==> src/rtl/rv_encode_pkg.sv <==
`default_nettype none
// ===========================================================================
// rv_encode_pkg : RV32I op codes, opcode/funct3 constants, immediate limits
// Rev 1.0
// ===========================================================================
package rv_encode_pkg;

   typedef enum logic [3:0] {
      OP_ADDI = 4'd0,
      OP_ORI  = 4'd1,
      OP_SLTI = 4'd2,
      OP_ANDI = 4'd3,
      OP_LW   = 4'd4,
      OP_SW   = 4'd5,
      OP_BEQ  = 4'd6,
      OP_BNE  = 4'd7,
      OP_BLT  = 4'd8,
      OP_BGE  = 4'd9,
      OP_BLTU = 4'd10,
      OP_BGEU = 4'd11,
      OP_JAL  = 4'd12
   } op_e;

   localparam logic [6:0] OPC_OPIMM  = 7'b0010011;
   localparam logic [6:0] OPC_LOAD   = 7'b0000011;
   localparam logic [6:0] OPC_STORE  = 7'b0100011;
   localparam logic [6:0] OPC_BRANCH = 7'b1100011;
   localparam logic [6:0] OPC_JAL    = 7'b1101111;

   localparam logic [2:0] F3_ADDI = 3'b000;
   localparam logic [2:0] F3_ORI  = 3'b110;
   localparam logic [2:0] F3_SLTI = 3'b010;
   localparam logic [2:0] F3_ANDI = 3'b111;
   localparam logic [2:0] F3_LW   = 3'b010;
   localparam logic [2:0] F3_SW   = 3'b010;
   localparam logic [2:0] F3_BEQ  = 3'b000;
   localparam logic [2:0] F3_BNE  = 3'b001;
   localparam logic [2:0] F3_BLT  = 3'b100;
   localparam logic [2:0] F3_BGE  = 3'b101;
   localparam logic [2:0] F3_BLTU = 3'b110;
   localparam logic [2:0] F3_BGEU = 3'b111;

   // Signed immediate widths: I/S [-2048,2047], B [-4096,4094], J [-2^20,2^20-2]
   localparam int IMM_I_BITS = 12;
   localparam int IMM_B_BITS = 13;
   localparam int IMM_J_BITS = 21;

   function automatic logic [2:0] funct3_of(input logic [3:0] op);
      logic [2:0] f3;
      case (op)
         OP_ADDI: f3 = F3_ADDI;
         OP_ORI:  f3 = F3_ORI;
         OP_SLTI: f3 = F3_SLTI;
         OP_ANDI: f3 = F3_ANDI;
         OP_LW:   f3 = F3_LW;
         OP_SW:   f3 = F3_SW;
         OP_BEQ:  f3 = F3_BEQ;
         OP_BNE:  f3 = F3_BNE;
         OP_BLT:  f3 = F3_BLT;
         OP_BGE:  f3 = F3_BGE;
         OP_BLTU: f3 = F3_BLTU;
         OP_BGEU: f3 = F3_BGEU;
         default: f3 = 3'b000;
      endcase
      return f3;
   endfunction

   function automatic logic [31:0] enc_i(input logic [11:0] imm, input logic [4:0] rs1,
                                         input logic [2:0] f3, input logic [4:0] rd,
                                         input logic [6:0] opc);
      return {imm, rs1, f3, rd, opc};
   endfunction

   function automatic logic [31:0] enc_s(input logic [11:0] imm, input logic [4:0] rs2,
                                         input logic [4:0] rs1, input logic [2:0] f3);
      return {imm[11:5], rs2, rs1, f3, imm[4:0], OPC_STORE};
   endfunction

   // Bit 0 of B/J offsets is implied zero, so only [N:1] is passed in.
   function automatic logic [31:0] enc_b(input logic [12:1] imm, input logic [4:0] rs2,
                                         input logic [4:0] rs1, input logic [2:0] f3);
      return {imm[12], imm[10:5], rs2, rs1, f3, imm[4:1], imm[11], OPC_BRANCH};
   endfunction

   function automatic logic [31:0] enc_j(input logic [20:1] imm, input logic [4:0] rd);
      return {imm[20], imm[10:1], imm[11], imm[19:12], rd, OPC_JAL};
   endfunction

endpackage
`default_nettype wire

==> src/rtl/instr_encode_core.sv <==
`default_nettype none
// ===========================================================================
// instr_encode_core : combinational RV32I word builder with legality check
// Rev 1.0
// ===========================================================================
module instr_encode_core
   import rv_encode_pkg::*;
#(
   parameter int DATA_WIDTH = 32
)
(
   input  logic [3:0]            op,
   input  logic [4:0]            rd,
   input  logic [4:0]            rs1,
   input  logic [4:0]            rs2,
   input  logic [DATA_WIDTH-1:0] imm,
   output logic [DATA_WIDTH-1:0] instr,
   output logic                  illegal
);

   logic [DATA_WIDTH-1:0] imm_sh_i;
   logic [DATA_WIDTH-1:0] imm_sh_b;
   logic [DATA_WIDTH-1:0] imm_sh_j;
   logic                  fits_i;
   logic                  fits_b;
   logic                  fits_j;
   logic [2:0]            f3;
   logic [31:0]           word;

   // A value fits N signed bits when everything from bit N-1 up is a pure sign copy.
   assign imm_sh_i = $signed(imm) >>> (IMM_I_BITS - 1);
   assign imm_sh_b = $signed(imm) >>> (IMM_B_BITS - 1);
   assign imm_sh_j = $signed(imm) >>> (IMM_J_BITS - 1);
   assign fits_i   = (imm_sh_i == '0) || (imm_sh_i == '1);
   assign fits_b   = ((imm_sh_b == '0) || (imm_sh_b == '1)) && !imm[0];
   assign fits_j   = ((imm_sh_j == '0) || (imm_sh_j == '1)) && !imm[0];
   assign f3       = funct3_of(op);

   always_comb begin
      word    = '0;
      illegal = 1'b0;
      case (op)
         OP_ADDI, OP_ORI, OP_SLTI, OP_ANDI: begin
            word    = enc_i(imm[11:0], rs1, f3, rd, OPC_OPIMM);
            illegal = !fits_i;
         end
         OP_LW: begin
            word    = enc_i(imm[11:0], rs1, f3, rd, OPC_LOAD);
            illegal = !fits_i;
         end
         OP_SW: begin
            word    = enc_s(imm[11:0], rs2, rs1, f3);
            illegal = !fits_i;
         end
         OP_BEQ, OP_BNE, OP_BLT, OP_BGE, OP_BLTU, OP_BGEU: begin
            word    = enc_b(imm[12:1], rs2, rs1, f3);
            illegal = !fits_b;
         end
         OP_JAL: begin
            word    = enc_j(imm[20:1], rd);
            illegal = !fits_j;
         end
         default: illegal = 1'b1;
      endcase
   end

   assign instr = DATA_WIDTH'(word);

endmodule
`default_nettype wire

==> src/rtl/instr_encoder.sv <==
`default_nettype none
// ===========================================================================
// instr_encoder : streams descriptors into addressed RV32I instruction words
// Rev 1.0
// ===========================================================================
module instr_encoder
   import rv_encode_pkg::*;
#(
   parameter int DATA_WIDTH = 32
)
(
   input  logic                  clk,
   input  logic                  rst_n,
   input  logic                  start,
   input  logic [DATA_WIDTH-1:0] base_addr,
   input  logic                  in_valid,
   output logic                  in_ready,
   input  logic [3:0]            in_op,
   input  logic [4:0]            in_rd,
   input  logic [4:0]            in_rs1,
   input  logic [4:0]            in_rs2,
   input  logic [DATA_WIDTH-1:0] in_imm,
   input  logic                  in_last,
   output logic                  out_valid,
   input  logic                  out_ready,
   output logic [DATA_WIDTH-1:0] out_instr,
   output logic [DATA_WIDTH-1:0] out_addr,
   output logic                  done,
   output logic                  err,
   output logic [15:0]           word_count
);

   localparam logic [1:0] S_IDLE  = 2'd0;
   localparam logic [1:0] S_RUN   = 2'd1;
   localparam logic [1:0] S_DRAIN = 2'd2;

   logic [1:0]            state_q,      state_d;
   logic                  out_valid_q,  out_valid_d;
   logic [DATA_WIDTH-1:0] out_instr_q,  out_instr_d;
   logic [DATA_WIDTH-1:0] out_addr_q,   out_addr_d;
   logic [DATA_WIDTH-1:0] addr_q,       addr_d;
   logic                  done_q,       done_d;
   logic                  err_q,        err_d;
   logic [15:0]           word_count_q, word_count_d;

   logic [DATA_WIDTH-1:0] enc_instr;
   logic                  enc_illegal;
   logic                  accept;

   instr_encode_core #(
      .DATA_WIDTH (DATA_WIDTH)
   ) u_core (
      .op      (in_op),
      .rd      (in_rd),
      .rs1     (in_rs1),
      .rs2     (in_rs2),
      .imm     (in_imm),
      .instr   (enc_instr),
      .illegal (enc_illegal)
   );

   // Accept whenever the single output slot is empty or being emptied this cycle.
   assign in_ready = (state_q == S_RUN) && (!out_valid_q || out_ready);
   assign accept   = in_valid && in_ready;

   always_comb begin
      state_d      = state_q;
      out_valid_d  = out_valid_q;
      out_instr_d  = out_instr_q;
      out_addr_d   = out_addr_q;
      addr_d       = addr_q;
      done_d       = 1'b0;
      err_d        = err_q;
      word_count_d = word_count_q;

      if (out_valid_q && out_ready) begin
         out_valid_d = 1'b0;
      end

      case (state_q)
         S_IDLE: begin
            if (start) begin
               state_d      = S_RUN;
               addr_d       = base_addr;
               word_count_d = '0;
               err_d        = 1'b0;
            end
         end
         S_RUN: begin
            if (accept) begin
               if (enc_illegal) begin
                  err_d = 1'b1;
               end else begin
                  out_valid_d = 1'b1;
                  out_instr_d = enc_instr;
                  out_addr_d  = addr_q;
                  addr_d      = addr_q + DATA_WIDTH'(4);
                  if (word_count_q != 16'hFFFF) begin
                     word_count_d = word_count_q + 16'd1;
                  end
               end
               if (in_last) begin
                  state_d = S_DRAIN;
               end
            end
         end
         S_DRAIN: begin
            if (!out_valid_q || out_ready) begin
               done_d  = 1'b1;
               state_d = S_IDLE;
            end
         end
         default: state_d = S_IDLE;
      endcase
   end

   always_ff @(posedge clk or negedge rst_n) begin
      if (!rst_n) begin
         state_q      <= S_IDLE;
         out_valid_q  <= 1'b0;
         out_instr_q  <= '0;
         out_addr_q   <= '0;
         addr_q       <= '0;
         done_q       <= 1'b0;
         err_q        <= 1'b0;
         word_count_q <= '0;
      end else begin
         state_q      <= state_d;
         out_valid_q  <= out_valid_d;
         out_instr_q  <= out_instr_d;
         out_addr_q   <= out_addr_d;
         addr_q       <= addr_d;
         done_q       <= done_d;
         err_q        <= err_d;
         word_count_q <= word_count_d;
      end
   end

   assign out_valid  = out_valid_q;
   assign out_instr  = out_instr_q;
   assign out_addr   = out_addr_q;
   assign done       = done_q;
   assign err        = err_q;
   assign word_count = word_count_q;

endmodule
`default_nettype wire

==> config.mk <==
export PLATFORM = sky130hd
export DESIGN_NAME = instr_encoder
export DESIGN_NICKNAME = d
export VERILOG_FILES = /design/src/rtl/rv_encode_pkg.sv /design/src/rtl/instr_encode_core.sv /design/src/rtl/instr_encoder.sv
export SDC_FILE = /design/constraint.sdc
export NUM_CORES = 1
export LEC_CHECK = 0
export CORE_MARGIN = 1.5
export CORE_UTILIZATION = 45
export DETAILED_ROUTE_END_ITERATION = 8
export PLACE_DENSITY = 0.76
export REMOVE_ABC_BUFFERS = 1
export SYNTH_ARGS = -nofsm -noshare
export SYNTH_HDL_FRONTEND = slang
export SYNTH_SLANG_ARGS = --single-unit
==> constraint.sdc <==
create_clock -name clk -period 3.3 [get_ports clk]
set_input_delay 0.66 -clock clk [delete_from_list [all_inputs] [get_ports clk]]
set_output_delay 0.66 -clock clk [all_outputs]
set_load 0.1 [all_outputs]
### After elaboration in Yosys (flattened, before gate mapping)

Memory sizes are Yosys's and may differ from the RTL's.
Cells that the tools add are included.

| cells by class | value |
|---|---|
| $add $sub $neg | 2 |
| multipliers | 0 |
| div/mod/pow operators | 0 |
| $lt $le $gt $ge | 0 |
| eq/ne operators | 25 |
| shifts and indexed selects | 0 |
| muxes and demuxes | 26 |
| bitwise gates (word level) | 1 |
| reduce and logical (&&, ||, !) cells | 28 |

Operator list:

| kind | count |
|---|---|
| $pmux 32 s5 | 1 |
| $eq 32x32->1 const B | 3 |
| $logic_not 32->1 | 3 |
| $mux 32 | 3 |
| $mux 16 | 4 |
| $pmux 32 s2 | 1 |
| $add 32x3->32 const B | 1 |
| $pmux 16 s2 | 1 |
| $eq 4x4->1 const B | 5 |
| $add 16x1->16 const B | 1 |
| $eq 4x3->1 const B | 4 |
| $ne 16x16->1 const B | 1 |
| $ne 2x2->1 const B | 6 |
| $reduce_and 4->1 | 3 |
| $reduce_or 6->1 | 2 |
| $mux 1 | 9 |
| $eq 4x2->1 const B | 2 |
| $mux 2 | 4 |
| $pmux 2 s3 | 1 |
| $logic_and 1x1->1 | 5 |
| $logic_not 1->1 | 5 |
| $reduce_and 5->1 | 1 |
| $eq 4x1->1 const B | 1 |
| $logic_not 4->1 | 1 |
| other kinds (11) | 14 |

| storage, ports and cells | value |
|---|---|
| register bits after elaboration | 117 |
| latch bits | 0 |
| RAM bits | 0 |
| bits in read-only memories | 48 |
| input port bits | 89 |
| word-level logic and storage cells | 91 |
| memories kept | 1 |

Memories:

| name | depth | width | rd ports | clocked after memory_dff | wr ports | RTL line | RTL |
|---|---|---|---|---|---|---|---|
| (no name shown) | 16 | 3 | 1 | 0 | 0 | rv_encode_pkg.sv:50 | `case (op)` |

### Logic depth before layout (Yosys ltp)

Gate-level depths: netlist of run 1.

| logic depth | value |
|---|---|
| depth after elaboration | 8 |
| mapped depth | 9 |
| mapped depth without buffers | 7 |

### Cells and area by module

From an unflattened synthesis of run 1, not the netlist that was laid out.

| second synthesis, totals | value |
|---|---|
| cell total of the unflattened synthesis | 739 |
| area, all modules | 6303.5 µm² |

By module, submodules not included:

| module | times used | cells an instance | area each (µm²) | sequential area each (µm²) |
|---|---|---|---|---|
| instr_encoder | 1 | 624 | 5510.3 | 2927.8 |
| instr_encode_core | 1 | 115 | 793.3 | 0.0 |

### Least setup slack after synthesis of run 1

OpenSTA, ideal clock, no wires.

| timing | value |
|---|---|
| kind | reg2out |
| start | register state_q[1] |
| end | output port in_ready |
| data arrival time | 2.390 ns |
| required time | 2.640 ns |
| setup slack | 0.250 ns |
| stages on the path, launching flop included | 6 |
| path buffers | 3 |
| cells stage by stage | dfrtp_1 nand2b_1 clkbuf_1 clkbuf_1 clkbuf_1 nor2_1 |

| between the ends | value |
|---|---|
| cells in the longest elaborated chain, start to end | 2 |

RTL lines:

| item | RTL line | RTL |
|---|---|---|
| start, declared | instr_encoder.sv:37 | `logic [1:0] state_q, state_d;` |
| start signal, assigned | instr_encoder.sv:128 | `state_q <= state_d;` |
| $eq 2x1->1 | instr_encoder.sv:63 | `assign in_ready = (state_q == S_RUN) && (!out_valid_q \|\| out_ready);` |
| $logic_and 1x1->1 | instr_encoder.sv:63 |  |
| end, declared | instr_encoder.sv:17 | `output logic in_ready,` |

No other way between the ends.

### Final worst setup path of run 1

| timing | value |
|---|---|
| start | input port in_imm[12] |
| end | register addr_q[3] |

| between the ends | value |
|---|---|
| cells in the longest elaborated chain, start to end | 7 |

RTL lines:

| item | RTL line | RTL |
|---|---|---|
| start, declared | instr_encoder.sv:22 | `input logic [DATA_WIDTH-1:0] in_imm,` |
| $eq 32x32->1 / $logic_not 32->1 (equally long branches) | instr_encode_core.sv:35 | `assign fits_b = ((imm_sh_b == '0) \|\| (imm_sh_b == '1)) && !imm[0];` |
| $logic_or 1x1->1 | instr_encode_core.sv:35 |  |
| $logic_and 1x1->1 | instr_encode_core.sv:35 |  |
| $logic_not 1->1 | instr_encode_core.sv:57 | `illegal = !fits_b;` |
| $pmux 1 s3 (*) | instr_encode_core.sv:42 | `case (op)` |
| $ne 2x2->1 (no source line) (*) | -- |  |
| $reduce_and 4->1 (no source line) (*) | -- |  |
| end signal, assigned | instr_encoder.sv:132 | `addr_q <= addr_d;` |
| end, declared | instr_encoder.sv:41 | `logic [DATA_WIDTH-1:0] addr_q, addr_d;` |

Mark *: on every way between the ends. The rest lies on a longest branch, timed or not.
A chain may end at the register's enable or synchronous reset.

==> metrics.yaml, run 1 <==
die:
  num_rows: 42
  fp.dieArea_um2: 14200
  initial_core_util_pct: 46.0
  fp.dieH_um: 119
  pin_count: 173
  core_um2: 13200
  die_x_um: 119
sta:
  max_slew_margin_pct: 29.2
  fmaxAchievable_mhz: 339
  tns_ns: 0
  post-route-period-util_pct: 89.5
  rsz0062_at_grt: "no"
  hold_violations: 0
  setup_viol: 0
  final.setup_skew_ns: 0.00946
  worstMarginPinSlew_ns: 1.05
  worst_slack_ns: 0.346
  finalMaxSlewViolations: 0
  min_period_ns: 2.95
worst_setup_path:
  end_kind: "register"
  start_kind: "primary input"
  cp_max_fo: 13
  required_ns: 3.59
  r2r_cells: 8
  reg2reg_slack_ns: 0.67
  r2r-end: "addr_q[24]$_DFFE_PN0P_"
  reg2reg_from: "addr_q[3]$_DFFE_PN0P_"
  critPathKind: "in2reg"
  crit_arrival_ns: 3.25
synthesis:
  synth_seq_area_share_pct: 47.3
  syn_inst: 616
  async_flop_share_pct: 100
  ys.flop_type: "dfrtp_1"
  synth_seq_cells: 115
  synth_top_cell_by_area: "dfrtp_1"
  synth_edf_count: 0
  netlist_area_um2: 6090
  synth.area.top_cells: "dfrtp_1 47%, mux2_2 7.6%, o21ai_0 3.3%"
  synthDistinctLibCells: 62
  yosys_warnings: 0
  syn_avg_cell_area_um2: 9.88
  synth_top_area_share_pct: 47.3
global_routing:
  grt_use_total_pct: 25.9
  grt_remaining_overflow: 0
  grt_max_degree: 54
  grt_pass1_vias: 5850
  grt_pass1_wl_um: 29300
  grt_antenna_before_repair: 0
final_layout:
  final_common_cell: "buf_4"
  area_growth_pct: 41.4
  n_antenna_cell: 0
  fin_nets: 891
  design_area_um2: 8600
  layout-drive-gt1-share_pct: 26.0
  layout_common_cells: "122 x buf_4, 115 x dfrtp_1, 87 x clkdlybuf4s50_1, 50 x nand2_1, 41 x mux2_2"
  finish.utilization_pct: 65.0
clock_tree:
  cts_buffers: 17
  ctsResizeCount: 0
  cts.htree.levels: 4
  ctsHoldBuffers: 0
  cts.sinks: 115
  cts_tree: "built"
  clk_latency_ns: 0.41
  cts_setup_buffers: 0
  cts_max_path_buffers: 2
  clkTransAtPathRegs_ns: 0.05
  cts_root_buffer: "clkbuf_16"
routing:
  route.detailed.drc: 0
  first_pass_iters: 5
  vias_per_cell: 5.98
  drt_iter0_drc: 575
  wl_um: 18200
  num_vias: 5919
  wl_per_cell_um: 18.4
  final_antenna_net_count: 0
power:
  peakVddDrop_mv: 0.873
  leakage_nw: 3.72
  p_per_area_nw_per_um2: 1180
  power_mw: 10.1
placement:
  io_buffers: 172
  gp_congestion: 0.851
  dpl_cell_area_um2: 7990
  place_ws_ns: -0.0468
  hpwl_um: 12700
outcome:
  status: "complete, no violations"
min_path:
  hold_path_class: "in2async"
flow_run:
  cap_viol_max_count: 0
[stage by stage]
step           std cells  hold WS, ns
6_report             989        0.291
3_5_place_dp         957        0.470
5_1_grt              989        0.339
2_1_floorplan        567        0.364
4_1_cts              989        0.314
3_3_place_gp         957        0.458
[synth_stat cells (7+ instances only)]
library cell,instances
a31oi_1,29
nor2_1,37
o21ai_0,40
o22ai_1,10
inv_1,12
nand2b_1,9
mux2_2,41
a211oi_1,9
clkbuf_1,33
a22o_1,8
nand4_1,10
nor3_1,12
nor4_1,7
mux2_1,8
nand2_1,51
a21oi_1,25
buf_2,11
a22oi_1,16
o22a_1,8
nand3_1,18
and3_1,18
a41oi_1,12
dfrtp_1,115
[worst max-delay path by stage]
stage | depth (start not counted) | end | from | slack (ns)
final | 8 | addr_q[3]$_DFFE_PN0P_ | in_imm[12] | 0.35
after global routing | 8 | addr_q[3]$_DFFE_PN0P_ | in_imm[13] | 0.23
after CTS | 8 | addr_q[3]$_DFFE_PN0P_ | in_imm[15] | 0.38
after detailed placement | 8 | addr_q[3]$_DFFE_PN0P_ | in_imm[15] | -0.05
after global placement | 8 | addr_q[3]$_DFFE_PN0P_ | in_imm[15] | 0.02
after floorplan | 4 | out_addr[27]$_DFFE_PN0P_ | state_q[0]$_DFFE_PN0P_ | -1.08
[cell type report]
cell class | count | area [um2]
fillers | 1066 | 4640
clock buffers | 23 | 488
well taps | 176 | 220
clock inverters | 9 | 126
inverters | 12 | 45.0
multi-input cells | 440 | 2960
repair buffers | 214 | 1890
flip-flops and latches | 115 | 2880
[critical path: stages]
cell and delay, ns:
clkdlybuf4s50_1 0.43, or4_1 0.57, nor3_1 0.20, a32oi_1 0.15, a211o_4 0.48, o21ai_1 0.22
buf_4 0.19, mux2_2 0.34
[where the power goes]
part | internal (mW) | switching (mW)
Clock | 1.26 | 0.635
Sequential | 1.99 | 0.482
Combinational | 1.47 | 4.27
[state kept, by name, summed over array words and instances (netlist names)]
register,flops
state_q,2
out_instr,30
out_addr,32
out_valid,1
addr_q,32
done,1
word_count,16
err,1
[layer usage]
metal	vias up	routed length, um	track usage (%)
li1	2726	-	-
met1	2877	7610	33.8
met2	279	8880	42.3
met3	37	1400	6.27
met4	0	350	8.93
met5	-	0	0
[cell families after synthesis]
kind of cell / share of synthesized area (%)
buffers and inverters: 4.30
flip-flops: 47.3
adder cells (fa/ha/maj): 0.411
AND/OR/NAND/NOR: 14.7
AO/OA/AOI/OAI: 23.7
multiplexers: 9.56
No activity file was read; power rests on OpenSTA's default activity.
==> inputs of run 2 (changes only) <==
- ABC_AREA: default -> 1
- PLACE_DENSITY: 0.76 -> 0.75
==> run 2 against run 1 <==
Compared with the run above:
- clock power grew 7%
- clock-buffer cell count shrank 1
- via count increased by 12%
- area after synthesis increased by 9.2%
- highest routed layer unchanged
- total power is 1.3% higher
- critical path depth is 4 higher
- sequential power barely moved
- final cell count grew 32%
- largest cell class unchanged
- utilization down 2.7 points
- cell area up 4.8%
- clock skew shrank 0.0033 ns
- flip-flop and latch count unchanged
==> metrics.yaml, run 2 <==
worst_setup_path:
  cpMostUsedCell: "nand2_1"
  r2r_cells: 12
  crit_arrival_ns: 2.83
  start_kind: "primary input"
  path_delay_family: "buffers and inverters"
  slowest_stage: "clkdlybuf4s50_1"
  cp_max_fo: 50
  reg2reg_from: "state_q[0]$_DFFE_PN0P_"
  path_buf_inv: 4
  reg2reg_slack_ns: 0.85
  end_kind: "register"
  cp_slowest_stage_delay_ns: 0.56
  cp.depth: 12
  cp_cell_sequence: "clkdlybuf4s50_1, inv_2, nand2_1, nand3_2, inv_2, nand2_1, nand2_1, nand2_2, nand2_2, buf_12, nand2_1, o21ai_1"
  required_ns: 3.63
  r2r-end: "word_count[0]$_DFFE_PN0P_"
  critPathKind: "in2reg"
sta:
  post-route-period-util_pct: 75.8
  setup_viol: 0
  worst_slack_ns: 0.798
  tns_ns: 0
  worstMarginPinSlew_ns: 0.557
  fmaxAchievable_mhz: 400
  hold_violations: 0
  min_period_ns: 2.50
  max_slew_margin_pct: 62.5
  finalMaxSlewViolations: 0
  rsz0062_at_grt: "no"
  final.setup_skew_ns: 0.00619
  hold-worst-slack_ns: 0.124
die:
  fp.dieH_um: 125
  die_x_um: 125
  core_um2: 14500
  initial_core_util_pct: 45.9
  pin_count: 173
  num_rows: 44
  fp.dieArea_um2: 15500
clock_tree:
  clk_latency_ns: 0.41
  clkTransAtPathRegs_ns: 0.05
  cts_root_buffer: "clkbuf_16"
  cts_setup_buffers: 0
  ctsHoldBuffers: 0
  cts_max_path_buffers: 2
  cts_tree: "built"
  cts.htree.levels: 4
  cts_buffers: 17
  ctsResizeCount: 0
  cts.sinks: 115
placement:
  io_buffers: 172
  hpwl_um: 13600
  gp_congestion: 0.919
  dp.cells: 1274
  place_ws_ns: 0.393
final_layout:
  finish.utilization_pct: 62.3
  final_common_cell: "nand2_1"
  area_growth_pct: 35.7
  layout_common_cells: "329 x nand2_1, 115 x dfrtp_1, 104 x nor2_1, 92 x inv_1, 92 x buf_4"
  n_antenna_cell: 0
  fin_nets: 1200
  layout-drive-gt1-share_pct: 12.7
  final_cells: 1306
synthesis:
  synth_edf_count: 0
  async_flop_share_pct: 100
  synth_top_cell_by_area: "dfrtp_1"
  synthDistinctLibCells: 35
  synth_top_area_share_pct: 43.3
  netlist_area_um2: 6650
  yosys_warnings: 0
  synth_common_cells: "329 x nand2_1, 115 x dfrtp_1, 104 x nor2_1, 92 x inv_1, 62 x o21ai_0"
  yosysMostFrequentCell: "nand2_1"
  syn_inst: 940
  ys.flop_type: "dfrtp_1"
  synth_seq_area_share_pct: 43.3
  syn_avg_cell_area_um2: 7.07
  synth.area.top_cells: "dfrtp_1 43%, nand2_1 19%, nor2_1 5.9%"
  synth_seq_cells: 115
routing:
  vias_per_cell: 5.09
  final_antenna_net_count: 0
  first_pass_iters: 5
  wl_per_cell_um: 14.4
  drt_iter0_drc: 553
  wl_um: 18800
  num_vias: 6651
  route.detailed.drc: 0
power:
  leakage_nw: 4.42
  p_per_area_nw_per_um2: 1140
  peakVddDrop_mv: 0.921
  internal_power_mw: 4.69
  switching_share_pct: 54.2
  power.share.clock_pct: 19.9
  pwr-share-comb_pct: 55.9
  pwr-share-seq_pct: 24.2
  p_sw_mw: 5.55
global_routing:
  grt_remaining_overflow: 0
  grt_use_total_pct: 24.9
  grt_antenna_before_repair: 0
  grt_pass1_wl_um: 31500
  grt_max_degree: 51
  grt_pass1_vias: 6322
outcome:
  status: "complete, no violations"
flow_run:
  cap_viol_max_count: 0
min_path:
  hold_path_class: "in2async"
[run 2: cell types whose count changed after synthesis, sizes merged, moves of 18 or more]
cell / change
nor2: +71
xor2: +22
and3: -18
o21ai: +39
clkbuf: -22
mux2: -49
nand2: +281
nand3: +31
inv: +85
a31oi: -29
nand4: +18
[run 2: kinds of logic after synthesis]
group / Yosys count / share of synthesized area, %
fa+ha+maj: 2 / 0.377
xor+xnor: 23 / 3.03
compound gates: 112 / 9.19
simple gates: 543 / 33.9
mux: 14 / 2.11
flops: 115 / 43.3
buf+inv: 131 / 8.12
[run 2: through the flow]
step / power (mW) / area [um2]
2_1_floorplan: 6.68 / 6470
3_3_place_gp: 8.13 / 8370
3_5_place_dp: 8.21 / 8370
4_1_cts: 10.3 / 9020
5_1_grt: 10.8 / 9020
6_report: 10.2 / 9020
[run 2: power by group through the flow]
stage,Sequential (mW),Clock [mW],Combinational [mW]
floorplan,5.11,0,1.57
global placement,2.47,0,5.66
detailed placement,2.48,0,5.73
CTS,2.47,2.07,5.74
global route,2.57,2.13,6.08
finish,2.48,2.03,5.72
[run 2: area by class of cell]
type | count | area, um2
fillers | 1336 | 5460
multi-input cells | 694 | 3230
flip-flops and latches | 115 | 2880
repair buffers | 184 | 1660
clock buffers | 22 | 474
inverters | 97 | 364
well taps | 184 | 230
clock inverters | 10 | 178
[run 2: worst max-delay path by stage]
stage | from | end | slack, ns
finish | in_op[2] | addr_q[29]$_DFFE_PN0P_ | 0.80
global placement | in_op[0] | addr_q[2]$_DFFE_PN0P_ | 0.47
detailed placement | in_op[0] | addr_q[17]$_DFFE_PN0P_ | 0.39
global route | in_op[0] | addr_q[17]$_DFFE_PN0P_ | 0.57
CTS | in_op[0] | addr_q[29]$_DFFE_PN0P_ | 0.82
floorplan | state_q[0]$_DFFE_PN0P_ | addr_q[17]$_DFFE_PN0P_ | -0.60
[run 2: worst reg2reg max path, cell delays in order, from the launching register on]
cell and delay [ns]:
dfrtp_1 0.45, inv_1 0.09, nor2_2 0.11, inv_2 0.19, nor2_4 0.20, nand2_1 0.15, nand2_1 0.10, o31ai_1 0.10
nor2_2 0.15, buf_4 0.34, nand3_4 0.27, nand2_1 0.13, nand2_1 0.05
[run 2: routing by layer]
metal,wire length [um],GRT usage [%]
met3,1210,6.53
met1,8570,33.8
met2,8650,39.4
met5,0,0
met4,343,7.37
